[src/rtl/cpu_pkg.sv]
// Shared CPU front-end definitions: instruction width, canonical NOP,
// default reset vector and the fetch buffer entry layout.
package cpu_pkg;

    localparam int              ILEN             = 32;
    localparam logic [ILEN-1:0] NOP_INSTR        = 32'h0000_0013;
    localparam logic [ILEN-1:0] DEFAULT_RESET_PC = 32'h0000_0000;

    // One buffered fetch result: the word and the address it came from.
    typedef struct packed {
        logic [ILEN-1:0] pc;
        logic [ILEN-1:0] instr;
    } fetch_entry_t;

    // Force an address onto a word boundary.
    function automatic logic [ILEN-1:0] align_word(input logic [ILEN-1:0] addr);
        return addr & ~32'h0000_0003;
    endfunction

endpackage

[src/rtl/fetch_buffer.sv]
// fetch_buffer: small synchronous FIFO of {pc, instr} entries between the
// memory response port and the decode-facing output register.
// Flush has priority over push and pop.
module fetch_buffer
    import cpu_pkg::*;
#(
    parameter int DEPTH = 2,
    localparam int PTR_W = $clog2(DEPTH),
    localparam int CNT_W = $clog2(DEPTH) + 1
) (
    input  logic             clk,
    input  logic             rst,
    input  logic             push,
    input  logic             pop,
    input  logic             flush,
    input  fetch_entry_t     push_entry,
    output fetch_entry_t     head_entry,
    output logic [CNT_W-1:0] count,
    output logic             empty,
    output logic             full
);

    fetch_entry_t     mem [DEPTH];
    logic [PTR_W-1:0] wr_ptr;
    logic [PTR_W-1:0] rd_ptr;
    logic             do_push;
    logic             do_pop;

    assign do_push    = push && !flush;
    assign do_pop     = pop && !flush && !empty;
    assign empty      = (count == '0);
    assign full       = (count == CNT_W'(DEPTH));
    assign head_entry = mem[rd_ptr];

    // Entry storage: data only, never reset.
    always_ff @(posedge clk) begin
        if (do_push) begin
            mem[wr_ptr] <= push_entry;
        end
    end

    // Pointers and occupancy; pointers wrap naturally since DEPTH is a power of two.
    always_ff @(posedge clk) begin
        if (rst || flush) begin
            wr_ptr <= '0;
            rd_ptr <= '0;
            count  <= '0;
        end else begin
            if (do_push) begin
                wr_ptr <= wr_ptr + 1'b1;
            end
            if (do_pop) begin
                rd_ptr <= rd_ptr + 1'b1;
            end
            case ({do_push, do_pop})
                2'b10:   count <= count + 1'b1;
                2'b01:   count <= count - 1'b1;
                default: count <= count;
            endcase
        end
    end

endmodule

[src/rtl/fetch.sv]
// fetch: owns the program counter, keeps at most one instruction-memory
// request in flight, discards responses made stale by a redirect, and
// drives the decode-facing output register from the fetch buffer.
module fetch
    import cpu_pkg::*;
#(
    parameter logic [ILEN-1:0] RESET_PC = DEFAULT_RESET_PC,
    parameter int              DEPTH    = 2
) (
    input  logic            clk,
    input  logic            rst,
    output logic            imem_req,
    output logic [ILEN-1:0] imem_addr,
    input  logic            imem_ready,
    input  logic            imem_rvalid,
    input  logic [ILEN-1:0] imem_rdata,
    input  logic            redirect,
    input  logic [ILEN-1:0] redirect_pc,
    input  logic            stall,
    output logic [ILEN-1:0] next_instruction,
    output logic [ILEN-1:0] pc_out,
    output logic            valid_out
);

    localparam int CNT_W = $clog2(DEPTH) + 1;

    logic [ILEN-1:0]  fetch_pc;
    logic [ILEN-1:0]  req_pc;
    logic             outstanding;
    logic             drop;

    logic             accept;
    logic             resp;
    logic             buf_push;
    logic             buf_pop;
    logic             buf_empty;
    logic             buf_full;
    logic [CNT_W-1:0] buf_count;
    fetch_entry_t     push_entry;
    fetch_entry_t     head_entry;

    logic [ILEN-1:0]  instr_p1;
    logic [ILEN-1:0]  pc_p1;
    logic             vld_p1;

    // Only one request in flight and only with a free slot, so every
    // response is guaranteed room in the buffer.
    assign imem_req  = !rst && !outstanding && (buf_count < CNT_W'(DEPTH));
    assign imem_addr = fetch_pc;
    assign accept    = imem_req && imem_ready;
    // A response with nothing outstanding (e.g. one that straddled a reset) is ignored.
    assign resp      = imem_rvalid && outstanding;
    assign buf_push  = resp && !drop && !redirect;
    assign buf_pop   = !redirect && !stall && !buf_empty;

    assign push_entry.pc    = req_pc;
    assign push_entry.instr = imem_rdata;

    fetch_buffer #(
        .DEPTH (DEPTH)
    ) u_buffer (
        .clk        (clk),
        .rst        (rst),
        .push       (buf_push),
        .pop        (buf_pop),
        .flush      (redirect),
        .push_entry (push_entry),
        .head_entry (head_entry),
        .count      (buf_count),
        .empty      (buf_empty),
        .full       (buf_full)
    );

    // PC, in-flight flag and stale-response drop flag.
    always_ff @(posedge clk) begin
        if (rst) begin
            fetch_pc    <= RESET_PC;
            outstanding <= 1'b0;
            drop        <= 1'b0;
        end else begin
            if (redirect) begin
                fetch_pc <= align_word(redirect_pc);
            end else if (accept) begin
                fetch_pc <= fetch_pc + 32'd4;
            end

            if (accept) begin
                outstanding <= 1'b1;
            end else if (resp) begin
                outstanding <= 1'b0;
            end

            // A response returning in the redirect cycle is flushed directly,
            // so only a request still pending afterwards needs dropping.
            if (redirect) begin
                drop <= (outstanding && !imem_rvalid) || accept;
            end else if (resp) begin
                drop <= 1'b0;
            end
        end
    end

    // Address of the request in flight, paired with its response on push.
    always_ff @(posedge clk) begin
        if (accept) begin
            req_pc <= fetch_pc;
        end
    end

    // Output register: buffer head -> decode; NOP bubble when empty or redirected.
    always_ff @(posedge clk) begin
        if (rst) begin
            instr_p1 <= NOP_INSTR;
            pc_p1    <= RESET_PC;
            vld_p1   <= 1'b0;
        end else if (redirect) begin
            instr_p1 <= NOP_INSTR;
            vld_p1   <= 1'b0;
        end else if (!stall) begin
            if (buf_empty) begin
                instr_p1 <= NOP_INSTR;
                vld_p1   <= 1'b0;
            end else begin
                instr_p1 <= head_entry.instr;
                pc_p1    <= head_entry.pc;
                vld_p1   <= 1'b1;
            end
        end
    end

    assign next_instruction = instr_p1;
    assign pc_out           = pc_p1;
    assign valid_out        = vld_p1;

    // The issue rule must make a push into a full buffer impossible.
    assert property (@(posedge clk) disable iff (rst) !(buf_push && buf_full));

endmodule

[config.mk]
export PLATFORM = sky130hd
export DESIGN_NAME = fetch
export DESIGN_NICKNAME = d
export VERILOG_FILES = /design/src/rtl/cpu_pkg.sv /design/src/rtl/fetch_buffer.sv /design/src/rtl/fetch.sv
export SDC_FILE = /design/constraint.sdc
export NUM_CORES = 1
export LEC_CHECK = 0
export BUFFER_PORTS_ARGS = -buffer_cell sky130_fd_sc_hd__buf_2
export CELL_PAD_IN_SITES_DETAIL_PLACEMENT = 1
export CELL_PAD_IN_SITES_GLOBAL_PLACEMENT = 2
export CORE_MARGIN = 5
export CORE_UTILIZATION = 37
export DETAILED_ROUTE_END_ITERATION = 16
export GPL_ROUTABILITY_DRIVEN = 0
export GPL_TIMING_DRIVEN = 1
export PLACE_DENSITY_LB_ADDON = 0.1
export SETUP_SLACK_MARGIN = 0.02
export SYNTH_ARGS = -nofsm -noshare
export SYNTH_HDL_FRONTEND = slang
export SYNTH_SLANG_ARGS = --single-unit
[constraint.sdc]
create_clock -name clk -period 4.4 [get_ports clk]
set_input_delay 0.44 -clock clk [delete_from_list [all_inputs] [get_ports clk]]
set_output_delay 0.44 -clock clk [all_outputs]
set_load 0.005 [all_outputs]
# [After elaboration in Yosys (flattened, before gate mapping)]
# Memories as Yosys holds them, arrays and structs flattened. A register that Yosys moved wholly into a read port is not among the register bits.
# Index checks and enable logic that the tools add are counted.
[op_classes] n_reduce_logical=28 bitwise_logic=3 order_cmp=1 eq_ne=2 n_addsub=5 muxes=12
[ops] operator="$mux 32" n=3
[ops] operator="$add 32x3->32 const B" n=1
[ops] operator="$logic_and 1x1->1" n=12
[ops] operator="$mux 1" n=8
[ops] operator="$reduce_bool 2->1" n=4
[ops] operator="$logic_not 1->1" n=7
[ops] operator="$pmux 2 s2" n=1
[ops] operator="$not 1->1" n=3
[ops] operator="$reduce_and 3->1" n=1
[ops] operator="$add 1x1->1 const B" n=2
[ops] operator="$add 2x1->2 const B" n=1
[ops] operator="$eq 2x1->1 const B" n=1
[ops] operator="$eq 2x2->1 const B" n=1
[ops] operator="$logic_not 2->1" n=1
[ops] operator="$logic_or 1x1->1" n=2
[ops] operator="$lt 2x2->1 const B" n=1
[ops] operator="$reduce_or 2->1" n=1
[ops] operator="$sub 2x1->2 const B" n=1
[totals] in_bits=70 ram_bits=128 elab_cells=63 regBits=135 n_memories=1
[memory_table] memory="u_buffer.mem" depth=2 width=64 rd=1 rd_clocked_by_memory_dff=1 write_ports=1 line="fetch_buffer.sv:23" rtl="fetch_entry_t mem [DEPTH];"

# [Longest topological paths before layout]
# Gate-level depths: netlist of run 1.
[depth] word_depth=7 mapped_depth=7 depth_no_buf=7

# [Modules after synthesis]
# A second synthesis of run 1 with hierarchy kept.
[unflattened] hier_cells=732 area_unflattened_um2=9838.2
[by_module_without_submodules] module="fetch" cells_per_inst=508 area_each_um2=5013.6 n_inst=1
[by_module_without_submodules] module="fetch_buffer" cells_per_inst=224 area_each_um2=4824.6 n_inst=1

# [Worst setup path before layout of run 1]
# Ideal clock, no wire load.
[synth_timing] kind="in2reg" from="in redirect" to="mem u_buffer.mem[0][0] (netlist bit) (enable)" setup_time_ps=482 setup_slack_ps=320 cell_stages=4 t_required_ps=3918 arrival_ps=3598 cell_sequence="clkbuf_1 nor3_1 inv_1 nor2_1"
[synth_via] elab_chain_cells=5
[synth_lines] element="start: declaration" line="fetch.sv:17" rtl="input logic redirect,"
[synth_lines] element="$logic_not 1->1 (*)" line="fetch_buffer.sv:29, fetch.sv:53"
[synth_lines] element="$logic_and 1x1->1" line="fetch.sv:53" rtl="assign buf_push = resp && !drop && !redirect;"
[synth_lines] element="$logic_and 1x1->1 (*)" line="fetch_buffer.sv:29" rtl="assign do_push = push && !flush;"
[synth_lines] element="$mux 1 (*)" line="fetch_buffer.sv:37" rtl="if (do_push) begin"
[synth_lines] element="$mux 1 (not written as such) (*)" line="fetch_buffer.sv:38" rtl="mem[wr_ptr] <= push_entry;"
[synth_lines] element="end: declaration" line="fetch_buffer.sv:23"
# Mark *: on every way between the ends. The rest lies on a longest branch, timed or not.

# [Final worst setup path of run 1]
[layout_timing] from="reg u_buffer.count[1]" to="reg fetch_pc[19] (netlist: imem_addr[19])"
[layout_via] elab_chain_cells=4
[layout_lines] element="start: declaration" line="fetch_buffer.sv:18" rtl="output logic [CNT_W-1:0] count,"
[layout_lines] element="start signal: assignment" line="fetch_buffer.sv:56" rtl="2'b10: count <= count + 1'b1;"
[layout_lines] element="start signal: assignment" line="fetch_buffer.sv:57" rtl="2'b01: count <= count - 1'b1;"
[layout_lines] element="start signal: assignment" line="fetch_buffer.sv:58" rtl="default: count <= count;"
[layout_lines] element="$lt 2x2->1" line="fetch.sv:48" rtl="assign imem_req = !rst && !outstanding && (buf_count < CNT_W'(DEPTH));"
[layout_lines] element="$logic_and 1x1->1" line="fetch.sv:48"
[layout_lines] element="$logic_and 1x1->1" line="fetch.sv:50" rtl="assign accept = imem_req && imem_ready;"
[layout_lines] element="net accept" line="fetch.sv:32" rtl="logic accept;"
[layout_lines] element="$reduce_bool 2->1 (no source line)"
[layout_lines] element="end signal: assignment" line="fetch.sv:82" rtl="fetch_pc <= align_word(redirect_pc);"
[layout_lines] element="end signal: assignment" line="fetch.sv:84" rtl="fetch_pc <= fetch_pc + 32'd4;"
[layout_lines] element="end: declaration" line="fetch.sv:27" rtl="logic [ILEN-1:0] fetch_pc;"
# The timed path passes the listed nets, and every way through them passes these cells.
# A chain may end at the register's enable or synchronous reset.

==> flow_results.xml, run 1 <==
<?xml version="1.0" encoding="UTF-8"?>
<metrics>
  <group name="route">
    <metric name="vias" unit="">6617</metric>
    <metric name="drt-wirelength-per-cell" unit="microns">19.9</metric>
    <metric name="detail_routed_via_count_per_cell" unit="">5.24</metric>
    <metric name="finalWirelength" unit="microns">25100</metric>
    <metric name="detail_route.drc_violations" unit="">0</metric>
    <metric name="route.antenna.remaining_nets" unit="">0</metric>
    <metric name="detail_route.iter0.violations" unit="">316</metric>
    <metric name="first_pass_iters" unit="">5</metric>
  </group>
  <group name="setup_path">
    <metric name="critical_path.max_stage_delay" unit="ns">0.89</metric>
    <metric name="worstPathArrival" unit="ns">3.40</metric>
    <metric name="reg2regPathDepth" unit="">5</metric>
    <metric name="setup.worst_path.class" unit="">reg -&gt; reg</metric>
    <metric name="regToRegEndpoint" unit="">imem_addr[19]</metric>
    <metric name="crit_path_cell_trace" unit="">or4b_1 &gt; clkinv_4 &gt; nand4_4 &gt; or4_1 &gt; a311oi_1</metric>
    <metric name="crit_buf_inv" unit="">1</metric>
    <metric name="timing.critical_path.required" unit="ns">4.84</metric>
    <metric name="worst_setup_path_start_kind" unit="">flop</metric>
    <metric name="rr_startpoint" unit="">u_buffer.count[1]</metric>
    <metric name="worst_path_max_delay_cell" unit="">or4b_1</metric>
    <metric name="setup.reg_to_reg.worst_slack" unit="ns">1.44</metric>
    <metric name="worst-path-max-fanout" unit="">35</metric>
    <metric name="setup.worst_path.end_class" unit="">flop</metric>
    <metric name="worstSetupStartpoint" unit="">u_buffer.count[1]</metric>
    <metric name="timing.critical_path.max_delay_family" unit="">simple AND/OR/NAND/NOR gates</metric>
  </group>
  <group name="cells_and_area">
    <metric name="num-nets-final" unit="">976</metric>
    <metric name="layout.filler_cells" unit="">2723</metric>
    <metric name="insertedDiodeCount" unit="">0</metric>
    <metric name="layout-drive-gt1-share" unit="%">24.4</metric>
    <metric name="layout-area-overhead-vs-synth" unit="%">21.9</metric>
  </group>
  <group name="synthesis">
    <metric name="synth_top_cells_by_count" unit="">edfxtp_1, nor2_1, dfxtp_1</metric>
    <metric name="yosysWarningCount" unit="">0</metric>
    <metric name="postSynthCellCount" unit="">753</metric>
    <metric name="synth_sequential_area_ratio" unit="%">68.8</metric>
    <metric name="yosysMostFrequentCell" unit="">edfxtp_1</metric>
    <metric name="synth.distinct_cells" unit="">52</metric>
    <metric name="netlist_area" unit="sq um">9630</metric>
    <metric name="yosysTopAreaCell" unit="">edfxtp_1</metric>
    <metric name="synth_top_cells_by_area" unit="">edfxtp_1, dfxtp_1, mux2i_1, nor2_1, a211oi_1</metric>
    <metric name="ys_dominant_reg_cell" unit="">edfxtp_1</metric>
    <metric name="syn-mean-instance-area" unit="sq um">12.8</metric>
    <metric name="synthArstFlopShare" unit="%">0</metric>
    <metric name="synthDominantCellAreaShare" unit="%">48.0</metric>
    <metric name="synth-edff-count" unit="">154</metric>
    <metric name="postSynthRegisterBits" unit="">254</metric>
  </group>
  <group name="clock_tree">
    <metric name="cts.htree.levels" unit="">1</metric>
    <metric name="cts.repair_timing.setup_buffer_count" unit="">0</metric>
    <metric name="clock_root_buffer" unit="">clkbuf_16</metric>
    <metric name="worst_setup_hold_path_clk_slew" unit="ns">0.06</metric>
    <metric name="cts_max_path_buffers" unit="">3</metric>
    <metric name="clkSinkCount" unit="">254</metric>
    <metric name="worst_skew_late_latency" unit="ns">0.54</metric>
    <metric name="cts_inserted_buffers" unit="">29</metric>
    <metric name="cts_tree" unit="">yes</metric>
    <metric name="postCtsResizedCells" unit="">0</metric>
    <metric name="ctsHoldBuffers" unit="">0</metric>
  </group>
  <group name="timing">
    <metric name="max-slew-margin-rel" unit="%">22.9</metric>
    <metric name="final.min_clock_period" unit="ns">2.96</metric>
    <metric name="timing.final.ws_setup" unit="ns">1.44</metric>
    <metric name="finalMaxSlewViolations" unit="">0</metric>
    <metric name="timing_worst_slew_pin_value" unit="ns">1.16</metric>
    <metric name="sum_of_negative_setup_slack" unit="ns">0</metric>
    <metric name="setup_repair_after_global_routing_missed_its_margin" unit="">false</metric>
    <metric name="top_achievable_clock_speed" unit="MHz">338</metric>
    <metric name="fin_worst_skew" unit="ns">0.0156</metric>
    <metric name="setup_viol_count_final" unit="">0</metric>
    <metric name="report.final.hold_viol_count" unit="">0</metric>
    <metric name="final.period_utilization" unit="%">67.3</metric>
  </group>
  <group name="floorplan">
    <metric name="floorplan.initialDensity" unit="%">37.3</metric>
    <metric name="chipHeight" unit="microns">171</metric>
    <metric name="die_area" unit="sq um">29400</metric>
    <metric name="design.core.area" unit="sq um">25800</metric>
    <metric name="dieWidth" unit="microns">171</metric>
    <metric name="placement_rows" unit="">59</metric>
    <metric name="boundary_pin_count" unit="">168</metric>
  </group>
  <group name="global_routing">
    <metric name="total_routing_usage_reported_by_global_routing" unit="%">16.7</metric>
    <metric name="grt_pass1_wl" unit="microns">38700</metric>
    <metric name="pin_count_of_the_biggest_net_entering_global_routing" unit="">66</metric>
    <metric name="initial_antenna_violation_count" unit="">1</metric>
    <metric name="first_global_vias" unit="">7121</metric>
    <metric name="grt_remaining_overflow" unit="">0</metric>
  </group>
  <group name="power">
    <metric name="irDropWorstVdd" unit="uV">243</metric>
    <metric name="power" unit="mW">5.31</metric>
    <metric name="power.density" unit="nW/um^2">452</metric>
    <metric name="p_leak" unit="nW">4.11</metric>
  </group>
  <group name="hold_path">
    <metric name="timing.hold.worst.start" unit="">imem_rdata[29]</metric>
    <metric name="whs_path_depth" unit="">1</metric>
    <metric name="hold_critical_path_endpoint" unit="">u_buffer.mem[1][29]</metric>
    <metric name="worstHoldPathType" unit="">in -&gt; reg</metric>
  </group>
  <group name="job">
    <metric name="cap_violations" unit="">0</metric>
  </group>
  <group name="placement">
    <metric name="placement.setup.worst_slack" unit="ns">1.31</metric>
    <metric name="buffer_ports.inserted" unit="">161</metric>
    <metric name="dpl.hpwl" unit="microns">16500</metric>
  </group>
  <group name="outcome">
    <metric name="outcome" unit="">finished clean</metric>
  </group>
</metrics>
routing by layer:
layer,track usage [%],part of all wire (%),vias to the layer above
li1,-,-,3122
met1,21.0,42,3260
met2,29.6,50,186
met3,3.33,5.7,47
met4,4.13,2.0,2
met5,0,0.044,-
worst reg2reg max path: stages, from the launching register on:
cell and delay (ns):
dfxtp_1 0.39, or4b_1 0.89, clkinv_4 0.44, nand4_4 0.29
or4_1 0.59, a311oi_1 0.28
final cells by class:
cell class                      instances  area (sq um)  share of cell area (%)
Sequential cell                       254          6630                    56.5
Multi-Input combinational cell        448          2820                    24.0
Timing Repair Buffer                  166           843                    7.18
Clock buffer                           41           811                    6.90
Tap cell                              335           419                    3.57
Clock inverter                         13           195                    1.66
Inverter                                5          23.8                   0.202
power breakdown:
part	leakage, nW	switching, mW	internal [mW]	total (mW)
clock network	0.485	0.912	1.57	2.48
logic	1.41	0.120	0.0742	0.194
registers	2.22	0.0588	2.58	2.64
registers in the layout (all words and copies together) (netlist names), named ones only:
register and cells:
drop 1, imem_addr 30, next_instruction 32, outstanding 1, pc_out 30, req_pc 30, u_buffer.count 2, u_buffer.mem 124
u_buffer.rd_ptr 1, u_buffer.wr_ptr 1, valid_out 1
through the flow:
stage	cells	utilization (%)	hold WS (ns)	area (sq um)
global route	1262	45.4	0.0669	11700
CTS	1262	45.4	0.0688	11700
detailed placement	1208	41.6	0.434	10700
floorplan	756	-	0.421	9650
global placement	1208	41.6	0.424	10700
finish	1262	45.4	0.0939	11700
worst max-delay path by stage:
| stage | endpoint | slack (ns) | cells after the start |
|---|---|---|---|
| 3_3_place_gp | imem_addr[23] | 1.43 | 6 |
| 2_1_floorplan | u_buffer.mem[0][0] | 0.32 | 4 |
| 5_1_grt | imem_addr[19] | 1.31 | 5 |
| 4_1_cts | imem_addr[19] | 1.42 | 5 |
| 3_5_place_dp | imem_addr[19] | 1.31 | 6 |
| 6_report | imem_addr[19] | 1.44 | 5 |
cell usage in the layout, fill, tap and decap left out, types with 15 or more instances in the layout:
cell type,instances
o21ai_0,15
a211oi_1,36
nand2_1,28
buf_2,161
a21oi_1,39
mux2i_1,59
clkbuf_16,29
edfxtp_1,154
nor2_1,117
dfxtp_1,99
kinds of logic (layout without fill, tap and decap cells):
logic type / after synthesis / in the layout / synth area share, %
flops: 254 / 254 / 68.8
simple gates: 239 / 239 / 12.1
compound gates: 129 / 129 / 8.94
other cells: 1 / 4 / 0.0389
mux: 62 / 62 / 6.48
xor+xnor: 12 / 12 / 1.09
fa+ha+maj: 2 / 2 / 0.260
buf+inv: 54 / 225 / 2.36
No activity file was read; power rests on OpenSTA's default activity.
==> run 2, diff against run 1 <==
--- a/config.mk
+++ b/config.mk
@@ -9,7 +9,7 @@
 export CELL_PAD_IN_SITES_DETAIL_PLACEMENT = 1
 export CELL_PAD_IN_SITES_GLOBAL_PLACEMENT = 2
 export CORE_MARGIN = 5
-export CORE_UTILIZATION = 37
+export CORE_UTILIZATION = 34
 export DETAILED_ROUTE_END_ITERATION = 16
 export GPL_ROUTABILITY_DRIVEN = 0
 export GPL_TIMING_DRIVEN = 1
==> constraint.sdc (replaced) <==
create_clock -name clk -period 2.4 [get_ports clk]
set_input_delay 0.24 -clock clk [delete_from_list [all_inputs] [get_ports clk]]
set_output_delay 0.24 -clock clk [all_outputs]
set_load 0.005 [all_outputs]
==> run 2 against run 1 <==
- first-iteration DRC count increased by 2.2%
- die area increased by 8.3%
- clock power increased by 75%
- wire length increased by 6.4%
- combinational power increased to 2.5 times the previous value
- critical path depth decreased by 1
- total power increased by 81%
- setup slack got worse by 1.3 ns
- cell area increased by 6.8%
- clock-buffer cell count increased by 3
- utilization decreased by 0.44 points
- hold slack got worse by 0.046 ns
- largest cell class unchanged
- largest power group unchanged
- highest routed layer is now met4
==> flow_results.xml, run 2 (same netlist as run 1, synthesis figures left out) <==
<?xml version="1.0" encoding="UTF-8"?>
<metrics>
  <group name="cells_and_area">
    <metric name="mostFrequentLayoutCells" unit="">buf_2, edfxtp_1, nor2_1, dfxtp_1, mux2i_1</metric>
    <metric name="mostFrequentLayoutCell" unit="">buf_2</metric>
    <metric name="final_area" unit="sq um">12500</metric>
    <metric name="fin_cells" unit="">1385</metric>
    <metric name="number_of_flip_flops_in_the_largest_register" unit="">124</metric>
    <metric name="num-nets-final" unit="">1056</metric>
    <metric name="layout.core_utilization" unit="%">45.0</metric>
    <metric name="layout-area-overhead-vs-synth" unit="%">30.2</metric>
    <metric name="layout-drive-gt1-share" unit="%">25.2</metric>
    <metric name="max_flop_register" unit="">u_buffer.mem</metric>
    <metric name="layout.filler_cells" unit="">2956</metric>
  </group>
  <group name="global_routing">
    <metric name="pin_count_of_the_biggest_net_entering_global_routing" unit="">63</metric>
    <metric name="total_routing_usage_reported_by_global_routing" unit="%">16.4</metric>
    <metric name="initial_antenna_violation_count" unit="">1</metric>
    <metric name="first_global_vias" unit="">7436</metric>
    <metric name="grt_pass1_wl" unit="microns">41200</metric>
    <metric name="grt_remaining_overflow" unit="">0</metric>
  </group>
  <group name="floorplan">
    <metric name="floorplan.initialDensity" unit="%">34.6</metric>
    <metric name="design.core.area" unit="sq um">27900</metric>
    <metric name="boundary_pin_count" unit="">168</metric>
    <metric name="die_area" unit="sq um">31800</metric>
    <metric name="dieWidth" unit="microns">178</metric>
    <metric name="chipHeight" unit="microns">178</metric>
    <metric name="placement_rows" unit="">61</metric>
  </group>
  <group name="setup_path">
    <metric name="timing.critical_path.required" unit="ns">2.84</metric>
    <metric name="worst-path-max-fanout" unit="">7</metric>
    <metric name="worst_setup_path_start_kind" unit="">flop</metric>
    <metric name="worstPathArrival" unit="ns">2.66</metric>
    <metric name="setup.worst_path.class" unit="">reg -&gt; reg</metric>
    <metric name="setup.worst_path.end_class" unit="">flop</metric>
  </group>
  <group name="route">
    <metric name="first_pass_iters" unit="">4</metric>
    <metric name="detail_route.iter0.violations" unit="">323</metric>
    <metric name="drt-wirelength-per-cell" unit="microns">19.3</metric>
    <metric name="detail_route.drc_violations" unit="">0</metric>
    <metric name="finalWirelength" unit="microns">26700</metric>
    <metric name="vias" unit="">6923</metric>
    <metric name="detail_routed_via_count_per_cell" unit="">5.00</metric>
    <metric name="route.antenna.remaining_nets" unit="">0</metric>
  </group>
  <group name="timing">
    <metric name="setup_viol_count_final" unit="">0</metric>
    <metric name="timing_worst_slew_pin_value" unit="ns">0.601</metric>
    <metric name="fin_worst_skew" unit="ns">0.0277</metric>
    <metric name="final.min_clock_period" unit="ns">2.22</metric>
    <metric name="finalMaxSlewViolations" unit="">0</metric>
    <metric name="setup_repair_after_global_routing_missed_its_margin" unit="">false</metric>
    <metric name="max-slew-margin-rel" unit="%">60.0</metric>
    <metric name="report.final.hold_viol_count" unit="">0</metric>
    <metric name="sum_of_negative_setup_slack" unit="ns">0</metric>
    <metric name="final.period_utilization" unit="%">92.3</metric>
    <metric name="top_achievable_clock_speed" unit="MHz">451</metric>
  </group>
  <group name="hold_path">
    <metric name="worstHoldPathType" unit="">in -&gt; reg</metric>
  </group>
  <group name="clock_tree">
    <metric name="cts_max_path_buffers" unit="">3</metric>
    <metric name="worst_skew_late_latency" unit="ns">0.55</metric>
    <metric name="clkSinkCount" unit="">254</metric>
    <metric name="cts.htree.levels" unit="">1</metric>
    <metric name="clock_root_buffer" unit="">clkbuf_16</metric>
    <metric name="cts_inserted_buffers" unit="">28</metric>
    <metric name="worst_setup_hold_path_clk_slew" unit="ns">0.06</metric>
    <metric name="cts_tree" unit="">yes</metric>
  </group>
  <group name="job">
    <metric name="cap_violations" unit="">0</metric>
  </group>
  <group name="placement">
    <metric name="dpl.hpwl" unit="microns">17600</metric>
    <metric name="place.detailed.instances" unit="">1278</metric>
    <metric name="buffer_ports.inserted" unit="">161</metric>
    <metric name="standard_cell_area_after_detailed_placement" unit="sq um">11000</metric>
  </group>
  <group name="outcome">
    <metric name="outcome" unit="">finished clean</metric>
  </group>
  <group name="power">
    <metric name="p_leak" unit="nW">4.46</metric>
    <metric name="irDropWorstVdd" unit="uV">557</metric>
    <metric name="power" unit="mW">9.62</metric>
    <metric name="power.density" unit="nW/um^2">767</metric>
  </group>
</metrics>
[run 2: cell types whose count changed in the layout (fill, tap and decap cells not counted), sizes merged]
cell         before  now
clkinv            7    6
dlygate4sd3       0   54
bufinv            5    2
clkbuf           41   44
diode             0    1
inv               5    4
buf             166  193
[run 2: path summary, 6_finish.rpt]
kind | from | endpoint | slack [ns] | cells past startpoint
worst max-delay path | imem_addr[21] | imem_addr[26] | 0.18 | 4
worst min register to register | req_pc[31] | u_buffer.mem[0][63] | 0.44 | 0
worst min-delay path | redirect_pc[15] | imem_addr[15] | 0.05 | 3
worst max register to register | imem_addr[21] | imem_addr[26] | 0.18 | 4
[run 2: routing by layer]
layer	GRT usage, %	routed length (microns)	up-vias
met1	20.7	11300	3442
met2	29.3	13500	165
li1	-	-	3286
met5	0	0	-
met4	4.16	411	0
met3	2.88	1430	30
[run 2: where the power goes]
part | internal [mW] | total (mW) | switching (mW)
clock network | 2.64 | 4.33 | 1.69
logic | 0.221 | 0.493 | 0.272
registers | 4.72 | 4.80 | 0.0806
total | 7.58 | 9.62 | 2.04
[run 2: worst max-delay path, stage by stage, from the launching register on]
cell	delay [ns]
dfxtp_1	0.47
nand4_1	0.25
or4_1	0.66
or4_1	0.49
a311oi_1	0.24
[run 2: what timing repair did]
item,in CTS,in global routing
buffers inserted,0,0
hold buffers,54,0
endpoints found under the hold margin,87,0
setup endpoints to repair,0,1
resized for setup,0,1
[run 2: stage by stage]
stage,hold slack (ns),setup slack (ns)
3_5_place_dp,0.432,0.174
5_1_grt,0.0350,0.0235
3_3_place_gp,0.426,0.251
2_1_floorplan,0.339,0.221
6_report,0.0475,0.184
4_1_cts,0.0173,0.130
[run 2: area by class of cell]
cell class / count / area [sq um] / share of cell area, %
flip-flops and latches: 254 / 6630 / 52.9
multi-input cells: 448 / 2820 / 22.5
repair buffers: 247 / 1640 / 13.1
clock buffers: 44 / 851 / 6.79
well taps: 378 / 473 / 3.77
clock inverters: 8 / 100 / 0.798
inverters: 5 / 23.8 / 0.190
diodes: 1 / 2.50 / 0.0200
